[src/rtl/uart_pkg.sv]
// Shared constants for the UART report scheduler: command bytes, pending-bit
// indices, auto-report period limits, issue FSM encoding and small helpers.
// Ports: none (package only).
package uart_pkg;

  // Command bytes, lower case; decode folds 'A'..'Z' to lower case first.
  localparam logic [7:0] CMD_WATCH = 8'h77; // 'w'
  localparam logic [7:0] CMD_SR04  = 8'h73; // 's'
  localparam logic [7:0] CMD_TEMP  = 8'h74; // 't'
  localparam logic [7:0] CMD_HUM   = 8'h68; // 'h'
  localparam logic [7:0] CMD_ALL   = 8'h61; // 'a'
  localparam logic [7:0] CMD_AUTO  = 8'h70; // 'p'
  localparam logic [7:0] CMD_ECHO  = 8'h65; // 'e'
  localparam logic [7:0] CMD_PER1  = 8'h31; // '1'
  localparam logic [7:0] CMD_PER2  = 8'h32; // '2'
  localparam logic [7:0] CMD_PER5  = 8'h35; // '5'
  localparam logic [7:0] CHR_CR    = 8'h0D;
  localparam logic [7:0] CHR_LF    = 8'h0A;
  localparam logic [7:0] CHR_SP    = 8'h20;

  localparam int PEND_W = 0;
  localparam int PEND_S = 1;
  localparam int PEND_T = 2;
  localparam int PEND_H = 3;

  localparam logic [12:0] LIM_1000MS = 13'd999;
  localparam logic [12:0] LIM_2000MS = 13'd1999;
  localparam logic [12:0] LIM_5000MS = 13'd4999;

  typedef enum logic [1:0] {
    ST_IDLE      = 2'd0,
    ST_ISSUE     = 2'd1,
    ST_GAP       = 2'd2,
    ST_WAIT_IDLE = 2'd3
  } sched_state_e;

  // Unused select code 3 falls back to the 1000 ms period.
  function automatic logic [12:0] period_limit(input logic [1:0] sel);
    case (sel)
      2'd1:    period_limit = LIM_2000MS;
      2'd2:    period_limit = LIM_5000MS;
      default: period_limit = LIM_1000MS;
    endcase
  endfunction

  // One-hot of the highest-priority pending bit; lowest index wins (W > S > T > H).
  function automatic logic [3:0] prio_pick(input logic [3:0] m);
    prio_pick = m & (~m + 4'd1);
  endfunction

  function automatic logic [7:0] to_lower(input logic [7:0] c);
    if (c >= 8'h41 && c <= 8'h5A) to_lower = c | 8'h20;
    else                          to_lower = c;
  endfunction

endpackage

[src/rtl/uart_ms_period_timer.sv]
// Auto-report period timer: 1 ms prescaler, 13-bit ms counter and period compare.
// Ports: iClk/iRstn, iEn (counting enable), iClr (restart counting),
//        iPeriodSel (0/1/2 = 1000/2000/5000 ms), oPeriodHit (one-cycle pulse per period).
module uart_ms_period_timer
  import uart_pkg::*;
#(
  parameter int CLK_HZ = 100000000
) (
  input  logic       iClk,
  input  logic       iRstn,
  input  logic       iEn,
  input  logic       iClr,
  input  logic [1:0] iPeriodSel,
  output logic       oPeriodHit
);

  localparam int PRE_MAX = CLK_HZ / 1000 - 1;
  localparam int PRE_W   = (PRE_MAX > 0) ? $clog2(PRE_MAX + 1) : 1;

  logic [PRE_W-1:0] pre_q;
  logic [12:0]      ms_q;
  logic             hit_q;

  always_ff @(posedge iClk or negedge iRstn) begin
    if (!iRstn) begin
      pre_q <= '0;
      ms_q  <= '0;
      hit_q <= 1'b0;
    end else begin
      hit_q <= 1'b0;
      // Disabled or restarted: hold at zero so a fresh period starts cleanly.
      if (iClr || !iEn) begin
        pre_q <= '0;
        ms_q  <= '0;
      end else if (pre_q == PRE_W'(PRE_MAX)) begin
        pre_q <= '0;
        if (ms_q == period_limit(iPeriodSel)) begin
          ms_q  <= '0;
          hit_q <= 1'b1;
        end else begin
          ms_q <= ms_q + 13'd1;
        end
      end else begin
        pre_q <= pre_q + 1'b1;
      end
    end
  end

  assign oPeriodHit = hit_q;

endmodule

[src/rtl/uart_report_scheduler.sv]
// UART command decode and report request scheduler. Single-byte ASCII commands
// set pending report bits; an issue FSM emits one request pulse at a time,
// spaced by the sender idle status. Optional periodic auto-reports are built
// only when UART_SCHED_AUTO_REPORT_EN is defined.
// Ports: iClk/iRstn, iRxData/iRxValid (RX byte strobe), iSenderIdle,
//        oReq*Report (one-cycle pulses), oLoopEn, oAutoEn, oPeriodSel, oCmdErr.
module uart_report_scheduler
  import uart_pkg::*;
#(
  parameter int         CLK_HZ             = 100000000,
  parameter int         GAP_CYCLES         = 4,
  parameter logic [1:0] DEFAULT_PERIOD_SEL = 2'd0
) (
  input  logic       iClk,
  input  logic       iRstn,
  input  logic [7:0] iRxData,
  input  logic       iRxValid,
  input  logic       iSenderIdle,
  output logic       oReqWatchReport,
  output logic       oReqSr04Report,
  output logic       oReqTempReport,
  output logic       oReqHumReport,
  output logic       oLoopEn,
  output logic       oAutoEn,
  output logic [1:0] oPeriodSel,
  output logic       oCmdErr
);

  localparam int GAP_W = (GAP_CYCLES > 1) ? $clog2(GAP_CYCLES) : 1;

  sched_state_e     state_q;
  logic [GAP_W-1:0] gap_q;
  logic [3:0]       req_q;
  logic [3:0]       pend_q, pend_d;
  logic             loop_q, err_q;
  logic [3:0]       cmd_set, issue_oh, per_set;
  logic             echo_tgl, cmd_err;
  logic [7:0]       rx_lc;

`ifdef UART_SCHED_AUTO_REPORT_EN
  logic       auto_q;
  logic [1:0] sel_q;
  logic       auto_tgl, sel_ld, per_hit;
  logic [1:0] sel_val;

  uart_ms_period_timer #(.CLK_HZ(CLK_HZ)) u_timer (
    .iClk       (iClk),
    .iRstn      (iRstn),
    .iEn        (auto_q),
    .iClr       (auto_tgl | sel_ld),
    .iPeriodSel (sel_q),
    .oPeriodHit (per_hit)
  );

  assign per_set    = {4{per_hit}};
  assign oAutoEn    = auto_q;
  assign oPeriodSel = sel_q;
`else
  assign per_set    = 4'b0000;
  assign oAutoEn    = 1'b0;
  assign oPeriodSel = 2'd0;
`endif

  always_comb begin
    rx_lc    = to_lower(iRxData);
    cmd_set  = 4'b0000;
    echo_tgl = 1'b0;
    cmd_err  = 1'b0;
`ifdef UART_SCHED_AUTO_REPORT_EN
    auto_tgl = 1'b0;
    sel_ld   = 1'b0;
    sel_val  = sel_q;
`endif
    if (iRxValid) begin
      case (rx_lc)
        CMD_WATCH: cmd_set[PEND_W] = 1'b1;
        CMD_SR04:  cmd_set[PEND_S] = 1'b1;
        CMD_TEMP:  cmd_set[PEND_T] = 1'b1;
        CMD_HUM:   cmd_set[PEND_H] = 1'b1;
        CMD_ALL:   cmd_set = 4'b1111;
        CMD_ECHO:  echo_tgl = 1'b1;
        CHR_CR, CHR_LF, CHR_SP: ;
`ifdef UART_SCHED_AUTO_REPORT_EN
        CMD_AUTO:  auto_tgl = 1'b1;
        CMD_PER1:  begin sel_ld = 1'b1; sel_val = 2'd0; end
        CMD_PER2:  begin sel_ld = 1'b1; sel_val = 2'd1; end
        CMD_PER5:  begin sel_ld = 1'b1; sel_val = 2'd2; end
`endif
        default:   cmd_err = 1'b1;
      endcase
    end
  end

  // Issue decision is taken in ST_IDLE; the pulse shows during ST_ISSUE and the
  // bit clears at the same edge. A same-cycle set of that bit re-arms it.
  assign issue_oh = (state_q == ST_IDLE && iSenderIdle) ? prio_pick(pend_q) : 4'b0000;
  assign pend_d   = (pend_q & ~issue_oh) | cmd_set | per_set;

  always_ff @(posedge iClk or negedge iRstn) begin
    if (!iRstn) begin
      pend_q <= 4'b0000;
      loop_q <= 1'b1;
      err_q  <= 1'b0;
`ifdef UART_SCHED_AUTO_REPORT_EN
      auto_q <= 1'b0;
      sel_q  <= DEFAULT_PERIOD_SEL;
`endif
    end else begin
      pend_q <= pend_d;
      loop_q <= loop_q ^ echo_tgl;
      err_q  <= cmd_err;
`ifdef UART_SCHED_AUTO_REPORT_EN
      auto_q <= auto_q ^ auto_tgl;
      sel_q  <= sel_val;
`endif
    end
  end

  always_ff @(posedge iClk or negedge iRstn) begin
    if (!iRstn) begin
      state_q <= ST_IDLE;
      gap_q   <= '0;
      req_q   <= 4'b0000;
    end else begin
      req_q <= 4'b0000;
      case (state_q)
        ST_IDLE: begin
          if (|issue_oh) begin
            req_q   <= issue_oh;
            state_q <= ST_ISSUE;
          end
        end
        ST_ISSUE: begin
          gap_q   <= GAP_W'(GAP_CYCLES - 1);
          state_q <= ST_GAP;
        end
        // Give the sender time to drop its idle flag before sampling it again.
        ST_GAP: begin
          if (gap_q == '0) state_q <= ST_WAIT_IDLE;
          else             gap_q   <= gap_q - 1'b1;
        end
        ST_WAIT_IDLE: begin
          if (iSenderIdle) state_q <= ST_IDLE;
        end
        default: state_q <= ST_IDLE;
      endcase
    end
  end

  assign oReqWatchReport = req_q[PEND_W];
  assign oReqSr04Report  = req_q[PEND_S];
  assign oReqTempReport  = req_q[PEND_T];
  assign oReqHumReport   = req_q[PEND_H];
  assign oLoopEn         = loop_q;
  assign oCmdErr         = err_q;

endmodule

[config.mk]
export PLATFORM = sky130hd
export DESIGN_NAME = uart_report_scheduler
export DESIGN_NICKNAME = d
export VERILOG_FILES = /design/src/rtl/uart_pkg.sv /design/src/rtl/uart_ms_period_timer.sv /design/src/rtl/uart_report_scheduler.sv
export SDC_FILE = /design/constraint.sdc
export NUM_CORES = 1
export LEC_CHECK = 0
export CELL_PAD_IN_SITES_DETAIL_PLACEMENT = 1
export CELL_PAD_IN_SITES_GLOBAL_PLACEMENT = 1
export CORE_ASPECT_RATIO = 1.4
export CORE_MARGIN = 2
export CORE_UTILIZATION = 36
export CTS_CLUSTER_DIAMETER = 60
export DETAILED_ROUTE_END_ITERATION = 12
export PLACE_DENSITY_LB_ADDON = 0.08
export SYNTH_ARGS = -nofsm -noshare
export SYNTH_HDL_FRONTEND = slang
export SYNTH_HIERARCHICAL = 1
export SYNTH_SLANG_ARGS = --single-unit
export TNS_END_PERCENT = 1
[constraint.sdc]
create_clock -name iClk -period 2.4 [get_ports iClk]
set_input_delay 0.48 -clock iClk [delete_from_list [all_inputs] [get_ports iClk]]
set_output_delay 0.48 -clock iClk [all_outputs]
set_load 0.005 [all_outputs]
* Word level (Yosys, flattened, before mapping)
Cells that the tools add are included.
** Cells by class
- Add/subtract/negate cells :: 2
- Order comparisons :: 2
- Equal/unequal tests :: 16
- Mux-type cells :: 19
- Bitwise logic cells :: 6
- Reductions and logical operators :: 13
** Operator list (number)
- $eq A8 B7 Y1 const B :: 6
- $eq A8 B4 Y1 const B :: 2
- $mux W4 :: 4
- $reduce_or A9 Y1 :: 1
- $and A4 B4 Y4 :: 2
- $eq A8 B6 Y1 const B :: 1
- $ge A8 B7 Y1 const B :: 1
- $le A8 B7 Y1 const B :: 1
- $mux W1 :: 8
- $mux W2 :: 4
- $not A4 Y4 :: 2
- $pmux W2 S4 :: 1
- $reduce_or A2 Y1 :: 4
- $mux W6 :: 1
- $ne A2 B2 Y1 const B :: 3
- $add A4 B1 Y4 const B :: 1
- $eq A2 B2 Y1 const B :: 2
- $logic_not A2 Y1 :: 2
- $or A4 B4 Y4 :: 1
- $pmux W2 S2 :: 1
- $reduce_or A4 Y1 :: 1
- $reduce_and A3 Y1 :: 1
- $eq A2 B1 Y1 const B :: 1
- $logic_and A1 B1 Y1 :: 2
- 5 further kinds :: 5
** Storage, ports and cells
- Flip-flop bits (word level) :: 14
- Input port bits :: 12
- Output and inout port bits :: 9
- Logic and storage cells :: 64

* Depth between registers and ports, before layout
- Depth in word-level cells :: 8
- Gate-level depth with buffers :: 6
- Mapped depth without buffers :: 6

* Least setup slack after synthesis
No wires, ideal clock.
- Path kind :: register to register
- From :: register state_q[0]
- To :: register state_q[1]
- Setup time :: 128 ps
- Data arrival time :: 1643 ps
- Setup slack :: 630 ps
- Cell stages (with the launch flop) :: 6
- Path through :: dfrtp_1 -> inv_1 -> ha_1 -> or4b_1 -> o221ai_2 -> mux2_1
** On the way
- Longest elaborated chain between the ends :: 6
- Elaborated cells between the ends (all ways) :: 12
- Those cells by class :: eq/ne: 6; mux: 2; reduce/logical: 4
** Ends and longest elaborated chain
- start, declared :: line uart_report_scheduler.sv:31 : sched_state_e state_q;
- start signal, assigned :: line uart_report_scheduler.sv:121 : state_q <= ST_IDLE;
- start signal, assigned :: line uart_report_scheduler.sv:130 : state_q <= ST_ISSUE;
- start signal, assigned :: line uart_report_scheduler.sv:135 : state_q <= ST_GAP;
- $logic_not A2 Y1 :: line uart_report_scheduler.sv:96, uart_report_scheduler.sv:126
- $logic_and A1 B1 Y1 :: line uart_report_scheduler.sv:96 : assign issue_oh = (state_q == ST_IDLE && iSenderIdle) ? prio_pick(pend_q) : 4'b0000;
- $mux W4 :: line uart_report_scheduler.sv:96
- $reduce_or A4 Y1 :: line uart_report_scheduler.sv:128 : if (|issue_oh) begin
- $ne A2 B1 Y1 (no source line)
- $reduce_and A3 Y1 (no source line)
Parallel ways exist; a longest one is shown, timed or not.
A chain may end at the register's enable or synchronous reset.

* Worst setup path after layout
Same ends and word-level chain as after synthesis.

==> impl_metrics.yaml <==
logic_synthesis:
  synthFlopType: "sky130_fd_sc_hd__dfrtp_1"
  synth-edff-count: 0
  synth_seq_cells: 14
  synth.cells.most_frequent: "13 x sky130_fd_sc_hd__dfrtp_1, 8 x sky130_fd_sc_hd__inv_1"
  syn-instance-count: 89
  synth_warnings: 6
  syn_avg_cell_area_um2: 9.546
  synthArstFlopShare_pct: 100.0
  post-synth-top-count-cell: "sky130_fd_sc_hd__dfrtp_1"
  mappedNetlistArea_um2: 849.6
  synth.distinct_cells: 34
  yosys-top-cells-area: "sky130_fd_sc_hd__dfrtp_1 38%, sky130_fd_sc_hd__ha_1 7.4%, sky130_fd_sc_hd__inv_1 3.5%"
  synthDominantCellAreaShare_pct: 38.29
  yosys.area.top_type: "sky130_fd_sc_hd__dfrtp_1"
  synth_sequential_area_ratio_pct: 41.38
floorplanning:
  die_area_um2: 2770
  initial_utilization_pct: 38.58
  design.portCount: 21
  dieWidth_um: 45.06
  floorplan.die.height_um: 61.48
  std_cell_rows: 20
  area_of_the_placeable_core_um2: 2202
power_and_ir_drop:
  pwr_density_cell_nw_per_um2: 755.1
  p_leak_nw: 0.4639
  vdd_ir_drop_max_mv: 0.2818
sta:
  totalNegativeSetupSlack_ns: 0
  max_slew_margin_pct: 57.27
  min_period_over_period_pct: 79.59
  number_of_endpoints_failing_setup_at_the_final_stage: 0
  finClkSkew_ns: 0.009778
  slew_viol_final: 0
  worstMarginPinSlew_ns: 0.6390
  max_clock_freq_ghz: 0.5235
  setup_ws_ns: 0.4899
  timing.final.crit_period_ns: 1.910
  grt_setup_unrepaired: "no"
  timing.final.hold_violations: 0
run_status:
  run_status: "complete, no violations"
critical_path:
  crit_required_ns: 2.57
  critPathLaunch: "state_q[0]"
  critical_path.reg2reg.startpoint: "state_q[0]"
  setup.reg_to_reg.worst_slack_ns: 0.49
  path_max_fanout: 5
  path_class: "reg2reg"
  end_kind: "register"
  worst-endpoint-arrival_ns: 2.08
  worstSetupStartpointType: "register"
drt:
  via_count: 697
  postRouteAntennaNets: 0
  violation_count_after_the_first_detailed_routing_iteration: 7
  top_signal_layer_used: "met4"
  totalWireLength_mm: 1.831
  wl_met2_mm: 1.124
  routedWlPerCell_um: 14.30
  met3_length_um: 51
  drt_drc_violations_left: 0
  route.detailed.vias_per_inst: 5.445
  drtPass1Iterations: 4
  drt_met1_wl_um: 614
flow_run:
  drv_cap: 0
grt:
  vias_in_the_first_global_route: 714
  groute.usage.overall_pct: 16.14
  grt_max_degree: 15
  grt_first_pass_wirelength_mm: 3.084
  grt_overflow_total: 0
  antenna_found_initial: 0
final_layout:
  proportion_of_layout_cells_with_a_drive_suffix_above_1_pct: 8.491
  syn2layout_area_growth_pct: 24.74
  layout.nets: 124
  multiInputGateArea_um2: 436.7
  antennaDiodeCount: 0
  fillerInstances: 270
  seq_area_um2: 351.6
placed_design:
  preCtsSetupSlack_ns: 0.2935
  port_buffers: 17
  gp_routability_congestion: 0.7401
  dp_hpwl_mm: 1.487
clocking:
  post_cts_hold_buffer_count: 0
  clock_sinks: 14
  worstSkewPairLatency_ns: 0.28
  htreeDepth: 1
  clkTransAtPathRegs_ns: 0.09
  tritoncts_clock_tree: "yes"
  cts-buffers-inserted: 3
  post_cts_resize_count: 0
  cts_root_buf: "sky130_fd_sc_hd__clkbuf_4"
  cts.path.max_buffers: 2
  cts_setup_buffers: 0
hold_path:
  worstHoldPathType: "reg2reg"
  timing.hold.worst.start: "oLoopEn"
[power breakdown]
group	switching (mW)	leakage (nW)	internal, mW
clock	0.0735	0.0210	0.0922
sequential	0.0381	0.178	0.286
combinational	0.159	0.265	0.152
[per-stage QoR]
stage	area (um2)	total power [mW]	util [%]	cells	hold slack (ns)
finish	1060	0.8002	48.13	128	0.4924
global placement	1023	0.6323	46.48	124	0.4784
detailed placement	1023	0.6468	46.48	124	0.4866
floorplan	857.1	0.5510	-	91	0.1844
global route	1060	0.8723	48.13	128	0.5039
CTS	1060	0.8178	48.13	128	0.4956
[path summary, 6_finish.rpt]
path	endpoint	cells past startpoint
worst max-delay path	state_q[1]	5
worst min-delay path	oLoopEn	1
worst max register to register	state_q[1]	5
worst min register to register	oLoopEn	1
max in group asynchronous	pend_q[3]	1
min in group asynchronous	pend_q[1]	1
[routing by layer]
metal,up-vias,global-route usage (%)
li1,337,-
met1,340,14.05
met2,16,33.06
met3,4,2.639
met4,0,8.824
met5,-,0
[worst max-delay path, cell delays in order, from the launching register on]
cell,delay (ns)
sky130_fd_sc_hd__dfrtp_1,0.42
sky130_fd_sc_hd__inv_1,0.09
sky130_fd_sc_hd__ha_1,0.24
sky130_fd_sc_hd__or4b_1,0.48
sky130_fd_sc_hd__o221ai_2,0.23
sky130_fd_sc_hd__mux2_1,0.34
[flip-flops by register name, indices dropped and copies added, names as in the netlist]
| register | cells |
|---|---|
| req_q | 4 |
| oCmdErr | 1 |
| oLoopEn | 1 |
| state_q | 2 |
| pend_q | 4 |
| gap_q | 2 |
[cells by family after synthesis]
| family | after synthesis | share of synthesized area (%) |
|---|---|---|
| other | 1 | 0.4414 |
| adder cells (fa/ha/maj) | 5 | 7.364 |
| AO/OA/AOI/OAI | 17 | 13.99 |
| XOR/XNOR | 4 | 4.124 |
| buffers and inverters | 15 | 8.099 |
| multiplexers | 2 | 2.651 |
| AND/OR/NAND/NOR | 31 | 21.94 |
| flip-flops | 14 | 41.38 |
[layout by cell type, fill, tap and decap left out]
master / Yosys / routed
sky130_fd_sc_hd__dfstp_2: 1 / 1
sky130_fd_sc_hd__mux2_2: 1 / 1
sky130_fd_sc_hd__and3b_1: 1 / 1
sky130_fd_sc_hd__nor2_1: 4 / 4
sky130_fd_sc_hd__inv_1: 8 / 8
sky130_fd_sc_hd__mux2_1: 1 / 1
sky130_fd_sc_hd__nor3_1: 5 / 5
sky130_fd_sc_hd__nand2_1: 5 / 5
sky130_fd_sc_hd__clkdlybuf4s50_1: 0 / 17
sky130_fd_sc_hd__a21oi_1: 4 / 4
sky130_fd_sc_hd__o2bb2a_1: 1 / 1
sky130_fd_sc_hd__o221ai_2: 1 / 1
sky130_fd_sc_hd__nor4b_2: 1 / 1
sky130_fd_sc_hd__and3_1: 2 / 2
sky130_fd_sc_hd__o21bai_1: 1 / 1
sky130_fd_sc_hd__xnor2_1: 2 / 2
sky130_fd_sc_hd__buf_4: 3 / 1
sky130_fd_sc_hd__dfrtp_1: 13 / 13
sky130_fd_sc_hd__o311ai_0: 1 / 1
sky130_fd_sc_hd__o41ai_1: 2 / 2
sky130_fd_sc_hd__or3_1: 2 / 2
sky130_fd_sc_hd__nor3b_1: 3 / 3
sky130_fd_sc_hd__conb_1: 1 / 3
sky130_fd_sc_hd__clkbuf_4: 0 / 3
sky130_fd_sc_hd__nand3_1: 1 / 1
sky130_fd_sc_hd__xor2_1: 2 / 2
sky130_fd_sc_hd__nand4b_1: 1 / 1
sky130_fd_sc_hd__ha_1: 5 / 5
sky130_fd_sc_hd__nand2b_1: 2 / 2
sky130_fd_sc_hd__o21ai_0: 5 / 5
sky130_fd_sc_hd__nand3b_1: 1 / 1
sky130_fd_sc_hd__clkbuf_8: 0 / 1
sky130_fd_sc_hd__nor2b_1: 2 / 2
sky130_fd_sc_hd__o31ai_1: 2 / 2
sky130_fd_sc_hd__or4b_1: 1 / 1
[cell type report]
cell class,count,area share (%)
Multi-Input combinational cell,62,41.20
Timing Repair Buffer,18,16.76
Tap cell,22,2.597
Sequential cell,14,33.18
Inverter,8,2.834
Clock buffer,4,3.424
No activity file was read; power rests on OpenSTA's default activity.
